[config.mk]
export PLATFORM = sky130hd
export DESIGN_NAME = crypt_round_sequencer_flat
export DESIGN_NICKNAME = d
export VERILOG_FILES = /design/src/rtl/crypt_round_sequencer_pkg.sv /design/src/rtl/crypt_round_sequencer_if.sv /design/src/rtl/crypt_round_sequencer_byte_round_op.sv /design/src/rtl/crypt_round_sequencer.sv /design/src/flat_wrapper.sv
export SDC_FILE = /design/constraint.sdc
export NUM_CORES = 1
export LEC_CHECK = 0
export BUFFER_PORTS_ARGS = -buffer_cell sky130_fd_sc_hd__buf_2
export CORE_MARGIN = 2
export CORE_UTILIZATION = 56
export CTS_BUF_LIST = sky130_fd_sc_hd__clkbuf_8 sky130_fd_sc_hd__clkbuf_16
export CTS_CLUSTER_SIZE = 30
export DETAILED_ROUTE_END_ITERATION = 8
export PLACE_DENSITY = 0.91
export SYNTH_ARGS = -nofsm -noshare
export SYNTH_HDL_FRONTEND = slang
export SYNTH_HIERARCHICAL = 1
export SYNTH_SLANG_ARGS = --single-unit
[constraint.sdc]
create_clock -name clk -period 3.6 [get_ports clk]
set_clock_uncertainty 0.2 [all_clocks]
set_input_delay 0.36 -clock clk [delete_from_list [all_inputs] [get_ports clk]]
set_output_delay 0.36 -clock clk [all_outputs]
set_load 0.1 [all_outputs]
[src/rtl/crypt_round_sequencer_pkg.sv]
// crypt_pkg: shared types and constants for the round sequencer.
// Defines the per-byte op encoding, FSM states and block geometry.
package crypt_pkg;

    localparam int BLOCK_W = 32;
    localparam int BYTE_W  = 8;

    typedef enum logic [1:0] {
        OP_INV   = 2'b00,
        OP_ROR2  = 2'b01,
        OP_ROL2  = 2'b10,
        OP_INVLO = 2'b11
    } op_e;

    typedef enum logic [1:0] {
        IDLE,
        RUN,
        DONE
    } state_e;

endpackage

[src/rtl/crypt_round_sequencer_if.sv]
// crypt_round_sequencer_if: block-in / block-out valid-ready bundle.
// master = block source + result sink side, slave = sequencer side.
interface crypt_round_sequencer_if #(
    parameter int KEY_W = 10
);
    import crypt_pkg::*;

    logic               in_valid;
    logic               in_ready;
    logic [BLOCK_W-1:0] in_block;
    logic [KEY_W-1:0]   in_key;
    logic               out_valid;
    logic               out_ready;
    logic [BLOCK_W-1:0] out_block;

    modport master (
        output in_valid, in_block, in_key, out_ready,
        input  in_ready, out_valid, out_block
    );

    modport slave (
        input  in_valid, in_block, in_key, out_ready,
        output in_ready, out_valid, out_block
    );

endinterface

[src/rtl/crypt_round_sequencer_byte_round_op.sv]
// byte_round_op: one keyed transform applied to a single byte.
// Ports: i_op (op_e), i_byte (8b) -> o_byte (8b); purely combinational.
module byte_round_op
    import crypt_pkg::*;
(
    input  op_e               i_op,
    input  logic [BYTE_W-1:0] i_byte,
    output logic [BYTE_W-1:0] o_byte
);

    always_comb begin
        o_byte = i_byte;
        unique case (i_op)
            OP_INV:   o_byte = ~i_byte;
            OP_ROR2:  o_byte = {i_byte[1:0], i_byte[7:2]};
            OP_ROL2:  o_byte = {i_byte[5:0], i_byte[7:6]};
            OP_INVLO: o_byte = {i_byte[7:4], ~i_byte[3:0]};
            default:  o_byte = i_byte;
        endcase
    end

endmodule

[src/rtl/crypt_round_sequencer.sv]
// crypt_round_sequencer: runs one 32-bit block through ROUNDS keyed
// byte transforms, one 2-bit key slice per round (MSB slice first).
// Ports: clk, reset (async, active-high), bus (slave: in_valid/
// in_ready/in_block/in_key, out_valid/out_ready/out_block),
// busy (RUN or DONE), round_idx (current round, 0 when idle).
module crypt_round_sequencer
    import crypt_pkg::*;
#(
    parameter int ROUNDS = 5,
    parameter int KEY_W  = 10
) (
    input  logic                         clk,
    input  logic                         reset,
    crypt_round_sequencer_if.slave       bus,
    output logic                         busy,
    output logic [$clog2(ROUNDS+1)-1:0]  round_idx
);

    localparam int RW = $clog2(ROUNDS+1);

    state_e             r_state;
    logic [BLOCK_W-1:0] r_data;
    logic [KEY_W-1:0]   r_key;
    logic [RW-1:0]      r_round;
    logic               r_in_ready;
    logic               r_out_valid;
    logic [BLOCK_W-1:0] r_out_block;
    logic               r_busy;

    op_e                w_op;
    logic [BLOCK_W-1:0] w_next;

    // Shift the consumed slices out the top; the next op is the top pair.
    assign w_op = op_e'(2'((r_key << {r_round, 1'b0}) >> (KEY_W - 2)));

    for (genvar g = 0; g < BLOCK_W / BYTE_W; g++) begin : g_byte
        byte_round_op u_op (
            .i_op   (w_op),
            .i_byte (r_data[g*BYTE_W +: BYTE_W]),
            .o_byte (w_next[g*BYTE_W +: BYTE_W])
        );
    end

    always_ff @(posedge clk or posedge reset) begin
        if (reset) begin
            r_state     <= IDLE;
            r_data      <= '0;
            r_key       <= '0;
            r_round     <= '0;
            r_in_ready  <= 1'b1;
            r_out_valid <= 1'b0;
            r_out_block <= '0;
            r_busy      <= 1'b0;
        end else begin
            unique case (r_state)
                IDLE: begin
                    if (bus.in_valid) begin
                        r_data     <= bus.in_block;
                        r_key      <= bus.in_key;
                        r_round    <= '0;
                        r_in_ready <= 1'b0;
                        r_busy     <= 1'b1;
                        r_state    <= RUN;
                    end
                end
                RUN: begin
                    r_data  <= w_next;
                    r_round <= r_round + RW'(1);
                    // Result register only ever sees a finished block.
                    if (r_round == RW'(ROUNDS - 1)) begin
                        r_out_block <= w_next;
                        r_out_valid <= 1'b1;
                        r_state     <= DONE;
                    end
                end
                DONE: begin
                    if (bus.out_ready) begin
                        r_out_valid <= 1'b0;
                        r_round     <= '0;
                        r_in_ready  <= 1'b1;
                        r_busy      <= 1'b0;
                        r_state     <= IDLE;
                    end
                end
                default: begin
                    r_state <= IDLE;
                end
            endcase
        end
    end

    assign bus.in_ready  = r_in_ready;
    assign bus.out_valid = r_out_valid;
    assign bus.out_block = r_out_block;
    assign busy          = r_busy;
    assign round_idx     = r_round;

endmodule

[src/flat_wrapper.sv]
// flat-port wrapper written by rule: the top's interface ports become plain ports
module crypt_round_sequencer_flat import crypt_pkg::*;
#(
    parameter int ROUNDS = 5,
    parameter int KEY_W  = 10
)
  (clk, reset, busy, round_idx, bus_in_valid, bus_in_block, bus_in_key, bus_out_ready, bus_in_ready, bus_out_valid, bus_out_block);
  crypt_round_sequencer_if #(.KEY_W(KEY_W)) bus_i ();
  input  logic clk;
  input  logic reset;
  output logic busy;
  output logic [$clog2(ROUNDS+1)-1:0] round_idx;
  input wire logic [$bits(bus_i.in_valid)-1:0] bus_in_valid;
  input wire logic [$bits(bus_i.in_block)-1:0] bus_in_block;
  input wire logic [$bits(bus_i.in_key)-1:0] bus_in_key;
  input wire logic [$bits(bus_i.out_ready)-1:0] bus_out_ready;
  output wire logic [$bits(bus_i.in_ready)-1:0] bus_in_ready;
  output wire logic [$bits(bus_i.out_valid)-1:0] bus_out_valid;
  output wire logic [$bits(bus_i.out_block)-1:0] bus_out_block;
  assign bus_i.in_valid = bus_in_valid;
  assign bus_i.in_block = bus_in_block;
  assign bus_i.in_key = bus_in_key;
  assign bus_i.out_ready = bus_out_ready;
  assign bus_in_ready = bus_i.in_ready;
  assign bus_out_valid = bus_i.out_valid;
  assign bus_out_block = bus_i.out_block;
  crypt_round_sequencer #(.ROUNDS(ROUNDS), .KEY_W(KEY_W)) u_core (.clk(clk), .reset(reset), .bus(bus_i), .busy(busy), .round_idx(round_idx));
endmodule
=== After elaboration in Yosys (flattened, before gate mapping) ===
Cells that the tools add are included.

* Register bits after elaboration: 82

* Add/subtract/negate cells: 1
* Equal/unequal tests: 9
* Shift operators: 1
* Multiplexer cells: 21
* Bitwise logic cells: 8
* Reduce and logical (&&, ||, !) cells: 13

{| class="wikitable"
|+ Operators by type and width
! kind !! count
|-
| one-hot mux 8 bit (4 select lines) || 4
|-
| one-hot mux 32 bit (2 select lines) || 1
|-
| 2-to-1 mux 32 bit || 1
|-
| NOT 8 bit || 4
|-
| NOT 4 bit || 4
|-
| AND reduction 3 bit || 4
|-
| left shift 10 x 4 -> 10 bit || 1
|-
| one-hot mux 3 bit (3 select lines) || 1
|-
| == test 2 bit, second input constant || 3
|-
| 2-to-1 mux 2 bit || 3
|-
| 2-to-1 mux 3 bit || 2
|-
| one-hot mux 1 bit (2 select lines) || 3
|-
| one-hot mux 2 bit (3 select lines) || 1
|-
| AND reduction 2 bit || 3
|-
| nonzero test 2 bit || 3
|-
| 2-to-1 mux 1 bit || 5
|-
| == test 2 x 1 -> 1 bit, second input constant || 2
|-
| logical NOT 2 bit || 2
|-
| != test 2 bit, second input constant || 2
|-
| adder 3 x 1 -> 3 bit, second input constant || 1
|-
| == test 3 bit, second input constant || 1
|-
| nonzero test 3 bit || 1
|-
| != test 2 x 1 -> 1 bit, second input constant || 1
|}

=== Depth between registers and ports, before layout ===
* Depth after elaboration: 4
* Gate-level depth with buffers: 10
* Gate-level depth less buffers: 8

=== Hierarchy ===
Netlist, hierarchy kept.

{| class="wikitable"
|+ By module, submodules not included
! module !! times used !! cells an instance !! area each (µm²) !! sequential area each (µm²)
|-
| crypt_round_sequencer || 1 || 287 || 3714.8 || 2053.2
|-
| byte_round_op || 4 || 36 || 227.7 || 0.0
|}

=== Worst setup path before layout ===
No wires, ideal clock.

* Path type: register -> register
* Start point: reg u_core.r_round[0] (netlist: u_core/round_idx[0])
* End point: reg u_core.r_out_block[17] (netlist: u_core/bus.out_block[17])
* Library setup time: 0.125 ns
* Arrival: 2.807 ns
* Path slack: 0.468 ns
* Stages on the path, launching flop included: 10
* Period minus slack after synthesis: 3.132 ns
* Cell sequence: dfrtp_1 buf_2 nor2_1 and3_1 or3_1 buf_6 buf_8 a211o_1 o21a_1 mux2_4

* Cells in the longest elaborated chain, start to end: 3

{| class="wikitable"
|+ Ends and longest elaborated chain
! element !! line !! source
|-
| start: declaration || crypt_round_sequencer.sv:24 || <nowiki>logic [RW-1:0] r_round;</nowiki>
|-
| start signal: assignment || crypt_round_sequencer.sv:68 || <nowiki>r_round <= r_round + RW'(1);</nowiki>
|-
| left shift 10 x 4 -> 10 bit * || crypt_round_sequencer.sv:34 || <nowiki>assign w_op = op_e'(2'((r_key << {r_round, 1'b0}) >> (KEY_W - 2)));</nowiki>
|-
| via u_core.w_op[1] || crypt_round_sequencer.sv:30 || <nowiki>op_e w_op;</nowiki>
|-
| == test 2 bit, or another cell as far along || crypt_round_sequencer_byte_round_op.sv:13 || <nowiki>unique case (i_op)</nowiki>
|-
| one-hot mux 8 bit (4 select lines) * || crypt_round_sequencer_byte_round_op.sv:13 ||
|-
| via u_core.w_next[17] || crypt_round_sequencer.sv:31 || <nowiki>logic [BLOCK_W-1:0] w_next;</nowiki>
|-
| end signal: assignment || crypt_round_sequencer.sv:71 || <nowiki>r_out_block <= w_next;</nowiki>
|-
| end: declaration || crypt_round_sequencer.sv:27 || <nowiki>logic [BLOCK_W-1:0] r_out_block;</nowiki>
|}

The timed path passes the listed nets; every way through them passes the cells marked *.
A chain may end at the register's enable or synchronous reset.

=== Worst setup path in the final report ===
* Start point: reg u_core.r_round[0] (netlist: u_core/round_idx[0])
* End point: reg u_core.r_data[11]

* Cells in the longest elaborated chain, start to end: 4

{| class="wikitable"
|+ Ends and longest elaborated chain
! element !! line !! source
|-
| left shift 10 x 4 -> 10 bit * || crypt_round_sequencer.sv:34 ||
|-
| via u_core.w_op[1] || crypt_round_sequencer.sv:30 ||
|-
| == test 2 bit, or another cell as far along || crypt_round_sequencer_byte_round_op.sv:13 ||
|-
| one-hot mux 8 bit (4 select lines) * || crypt_round_sequencer_byte_round_op.sv:13 ||
|-
| via u_core.w_next[11] || crypt_round_sequencer.sv:31 ||
|-
| one-hot mux 32 bit (2 select lines) * || crypt_round_sequencer.sv:55 || <nowiki>unique case (r_state)</nowiki>
|-
| end signal: assignment || crypt_round_sequencer.sv:58 || <nowiki>r_data <= bus.in_block;</nowiki>
|-
| end signal: assignment || crypt_round_sequencer.sv:67 || <nowiki>r_data <= w_next;</nowiki>
|-
| end: declaration || crypt_round_sequencer.sv:22 || <nowiki>logic [BLOCK_W-1:0] r_data;</nowiki>
|}

Marks and branches as above.

==> results <==
- The run finished with clean final reports.
- The final-report hold violation count came to 0.
- The type of element launching the critical path is a register.
- Counting every sink on the clock net gives 82.
- The first detailed-routing pass took 4 iterations.
- Hold repair after CTS inserted 0 buffers.
- The full die area is 0.009003 mm2.
- The number of buffers and inverters on the critical path is 1.
- The required time reported for the critical path endpoint is 3.68 ns.
- In the layout the commonest cells are sky130_fd_sc_hd__buf_2, sky130_fd_sc_hd__dfrtp_1, sky130_fd_sc_hd__o21ai_0, sky130_fd_sc_hd__nand2_1, sky130_fd_sc_hd__mux2i_1.
- Buffers added to address setup during post-CTS repair amount to 0.
- The number of antenna violations at the first check in global routing was 0.
- For the pin with the worst max-slew slack, the measured transition is 1.142 ns.
- The insertion delay to the later sink of the worst-skew pair is 0.36 ns.
- For this run, the total global-route usage over all layers was measured as 0.2337.
- Entering global routing, the biggest net connects 77 pins.
- The share of post-route cells with drive strength above 1 is 0.3109.
- The number of H-tree levels is 3.
- The number of max-capacitance violations reported is 0.
- The HPWL after detailed placement is 6.736 mm.
- The post-synth design cell area is 0.004626 mm2.
- The delay contributed by the slowest stage of the critical path is 0.96 ns.
- After the flow finishes, the layout carries non-filler instances totaling 610.
- The total of warnings raised by yosys is 6.
- The total vias in the final route is 3458.
- The post-route core utilization is 0.6348.
- The critical path goes through nor2_1, and3_1, or3_2, inv_1, o21ai_0, o21ai_0, mux2i_1, o21ai_0.
- The number of buffer cells added on primary ports is 83.
- 84 I/O pins were placed.
- The type of the most critical hold path is in -> async.
- The critical path is of the reg -> reg type.
- The chip width is 94.89 um.
- In this design, the largest share of critical-path delay is due to simple AND/OR/NAND/NOR gates.
- The worst path in the final design needs a cycle of 3.184 ns, including I/O delays and setup.
- The signal arrival time at the worst endpoint is 3.26 ns.
- The post-synthesis sequential element count is 82.
- Including well taps, the total number of placed cells is 594.
- The aggregate global routing overflow is 0.
- Summing all placed instances gives a cell area of 0.004946 mm2.
- By area the synthesized netlist is led by sky130_fd_sc_hd__dfrtp_1, sky130_fd_sc_hd__mux2_4, sky130_fd_sc_hd__mux2i_1.
- The post-detailed-route via-to-cell ratio is 5.669.
- Clock tree synthesis selected as its root buffer the cell sky130_fd_sc_hd__clkbuf_8.
- Counting along the longest clock path gives a buffer depth of 2.
- In the final routed layout, each cell accounts on average for 16.24 um.
- The congestion estimate from routability-driven global placement came to 0.8655.
- 0 antenna diodes ended up in the layout.
- The number of nets in the finished design is 548.
- The share of synthesized area in the top cell type comes to 0.4382.
- For this block, the routed nets add up to 9.906 mm of wire.
- The antenna violation net count after detailed routing is 0.
- The capturing element type of the critical path is a register.
- The via count of the first global-routing pass came to 3424.
- The cell area after layout is 0.005137 mm2.
- Along the worst path, the maximum fanout reaches 76.
- The clock slew seen by the registers of the worst setup and hold paths is 0.09 ns.
- The first routing iteration left 256 violations.
- The total clock buffers created by CTS is 9.
- In this run the register-to-register setup slack is 0.42 ns.
- In this run the tightest slew margin relative to its limit is 0.2385.
- Synthesis handed over a netlist of 431 instances.
- Timing would allow up to 314.1 MHz.
- The die span in y is 94.89 um.
- The effective utilization at floorplan is 0.5716.
- The first global-routing pass estimated 16.51 mm of wire.
- The region available for standard cell placement spans 0.008093 mm2.
- The floorplan has 33 rows.
- Setup violations remaining at the end of the flow were counted as 0.
- The number of different library cells used by synthesis comes to 37.
- The number of gates given a new drive strength after cts is 0.
- The remaining routing DRC violations is 0.
- The setup TNS is 0 ns.
- The max-slew violation count is 0.
- The average cell area after synthesis is 10.73 um2.
- Among all stages on the critical path, the largest delay is contributed by sky130_fd_sc_hd__or3_2.
- The TritonCTS clock tree is built.
- Of the synthesized area, sequential elements account for 0.4439.
- From synthesis to final layout, the design area changed by 11.06%.
- By instance count, the cell type seen most on the critical path is sky130_fd_sc_hd__o21ai_0.
- The number of nets in the synthesized netlist is 479.
- The post-synthesis cell type with the largest combined area is sky130_fd_sc_hd__dfrtp_1.
- In the finished design, the share of the clock period the worst path needs comes to 0.8844.
- The most common cell after layout, fill and taps aside is sky130_fd_sc_hd__buf_2.
- Setup repair after global routing left no endpoint under its margin.
==> logic make-up after synthesis <==
family	Yosys count	share of synthesized area
xor+xnor	1	0.001894
compound gates	130	0.1715
flops	82	0.4439
simple gates	88	0.09034
buf+inv	45	0.07222
fa+ha+maj	2	0.005409
mux	83	0.2148
==> synthesized netlist by cell type <==
cell type	instances
sky130_fd_sc_hd__o21bai_2	1
sky130_fd_sc_hd__nand2b_1	14
sky130_fd_sc_hd__or3_1	4
sky130_fd_sc_hd__o21ai_1	11
sky130_fd_sc_hd__ha_1	2
sky130_fd_sc_hd__mux2i_1	37
sky130_fd_sc_hd__a21oi_1	17
sky130_fd_sc_hd__inv_1	13
sky130_fd_sc_hd__nand2b_4	1
sky130_fd_sc_hd__clkbuf_1	4
sky130_fd_sc_hd__buf_6	11
sky130_fd_sc_hd__o21ai_0	54
sky130_fd_sc_hd__nand4_4	1
sky130_fd_sc_hd__dfstp_2	1
sky130_fd_sc_hd__mux2_2	18
sky130_fd_sc_hd__o21bai_1	8
sky130_fd_sc_hd__xnor2_1	1
sky130_fd_sc_hd__inv_2	1
sky130_fd_sc_hd__nand3_1	2
sky130_fd_sc_hd__buf_8	6
sky130_fd_sc_hd__o2bb2ai_1	1
sky130_fd_sc_hd__or2_1	1
sky130_fd_sc_hd__nor4b_1	1
sky130_fd_sc_hd__a211o_1	13
sky130_fd_sc_hd__o21a_1	4
sky130_fd_sc_hd__a31oi_1	4
sky130_fd_sc_hd__buf_2	9
sky130_fd_sc_hd__a221oi_1	4
sky130_fd_sc_hd__and3_1	1
sky130_fd_sc_hd__nor3_1	2
sky130_fd_sc_hd__buf_4	1
sky130_fd_sc_hd__dfrtp_1	81
sky130_fd_sc_hd__a22o_1	1
sky130_fd_sc_hd__a211oi_1	12
sky130_fd_sc_hd__mux2_4	28
sky130_fd_sc_hd__nand2_1	42
sky130_fd_sc_hd__nor2_1	19
==> registers in the layout (all words and copies together) (netlist names) <==
name	count
u_core/bus.in_ready	1
u_core/bus.out_block	32
u_core/bus.out_valid	1
u_core/busy	1
u_core/r_data	32
u_core/r_key	10
u_core/r_state	2
u_core/round_idx	3
==> layer usage <==
layer / part of all wire / GRT usage / vias up
met1: 0.44 / 0.3135 / 1659
met5: 0 / 0 / -
li1: - / - / 1678
met4: 0.013 / 0.08092 / 0
met2: 0.49 / 0.3765 / 109
met3: 0.055 / 0.05108 / 12
==> area by class of cell <==
cell class | instances | area [um2]
sequential | 82 | 2053
multi-input combinational | 304 | 2247
fill | 673 | 2955
inverter | 14 | 53.80
tap | 105 | 131.4
clock buffer | 12 | 165.2
timing repair buffer | 89 | 460.4
clock inverter | 4 | 26.28
==> through the flow <==
step,hold WS (ns),setup slack [ns]
CTS,0.03140,0.4707
detailed placement,0.2880,0.4627
global route,0.02969,0.1035
finish,0.03056,0.4161
floorplan,0.2671,0.4676
global placement,0.2867,0.6685
==> worst paths after layout <==
kind	startpoint	to	cells after the start
worst min-delay path	reset	u_core/r_data[3]$_DFFE_PP0P_	2
min in group clk	bus_in_key[2]	u_core/r_key[2]$_DFFE_PP0P_	2
worst max register to register	u_core/round_idx[0]$_DFFE_PP0P_	u_core/r_data[11]$_DFFE_PP0P_	8
max in group asynchronous	reset	u_core/r_data[4]$_DFFE_PP0P_	3
worst min register to register	u_core/bus.out_block[21]$_DFFE_PP0P_	u_core/bus.out_block[21]$_DFFE_PP0P_	1
worst max-delay path	u_core/round_idx[0]$_DFFE_PP0P_	u_core/r_data[11]$_DFFE_PP0P_	8
Power is left out: the tool's default activity adds up to more than one toggle a clock period on the data nets, which glitch-free logic cannot reach.
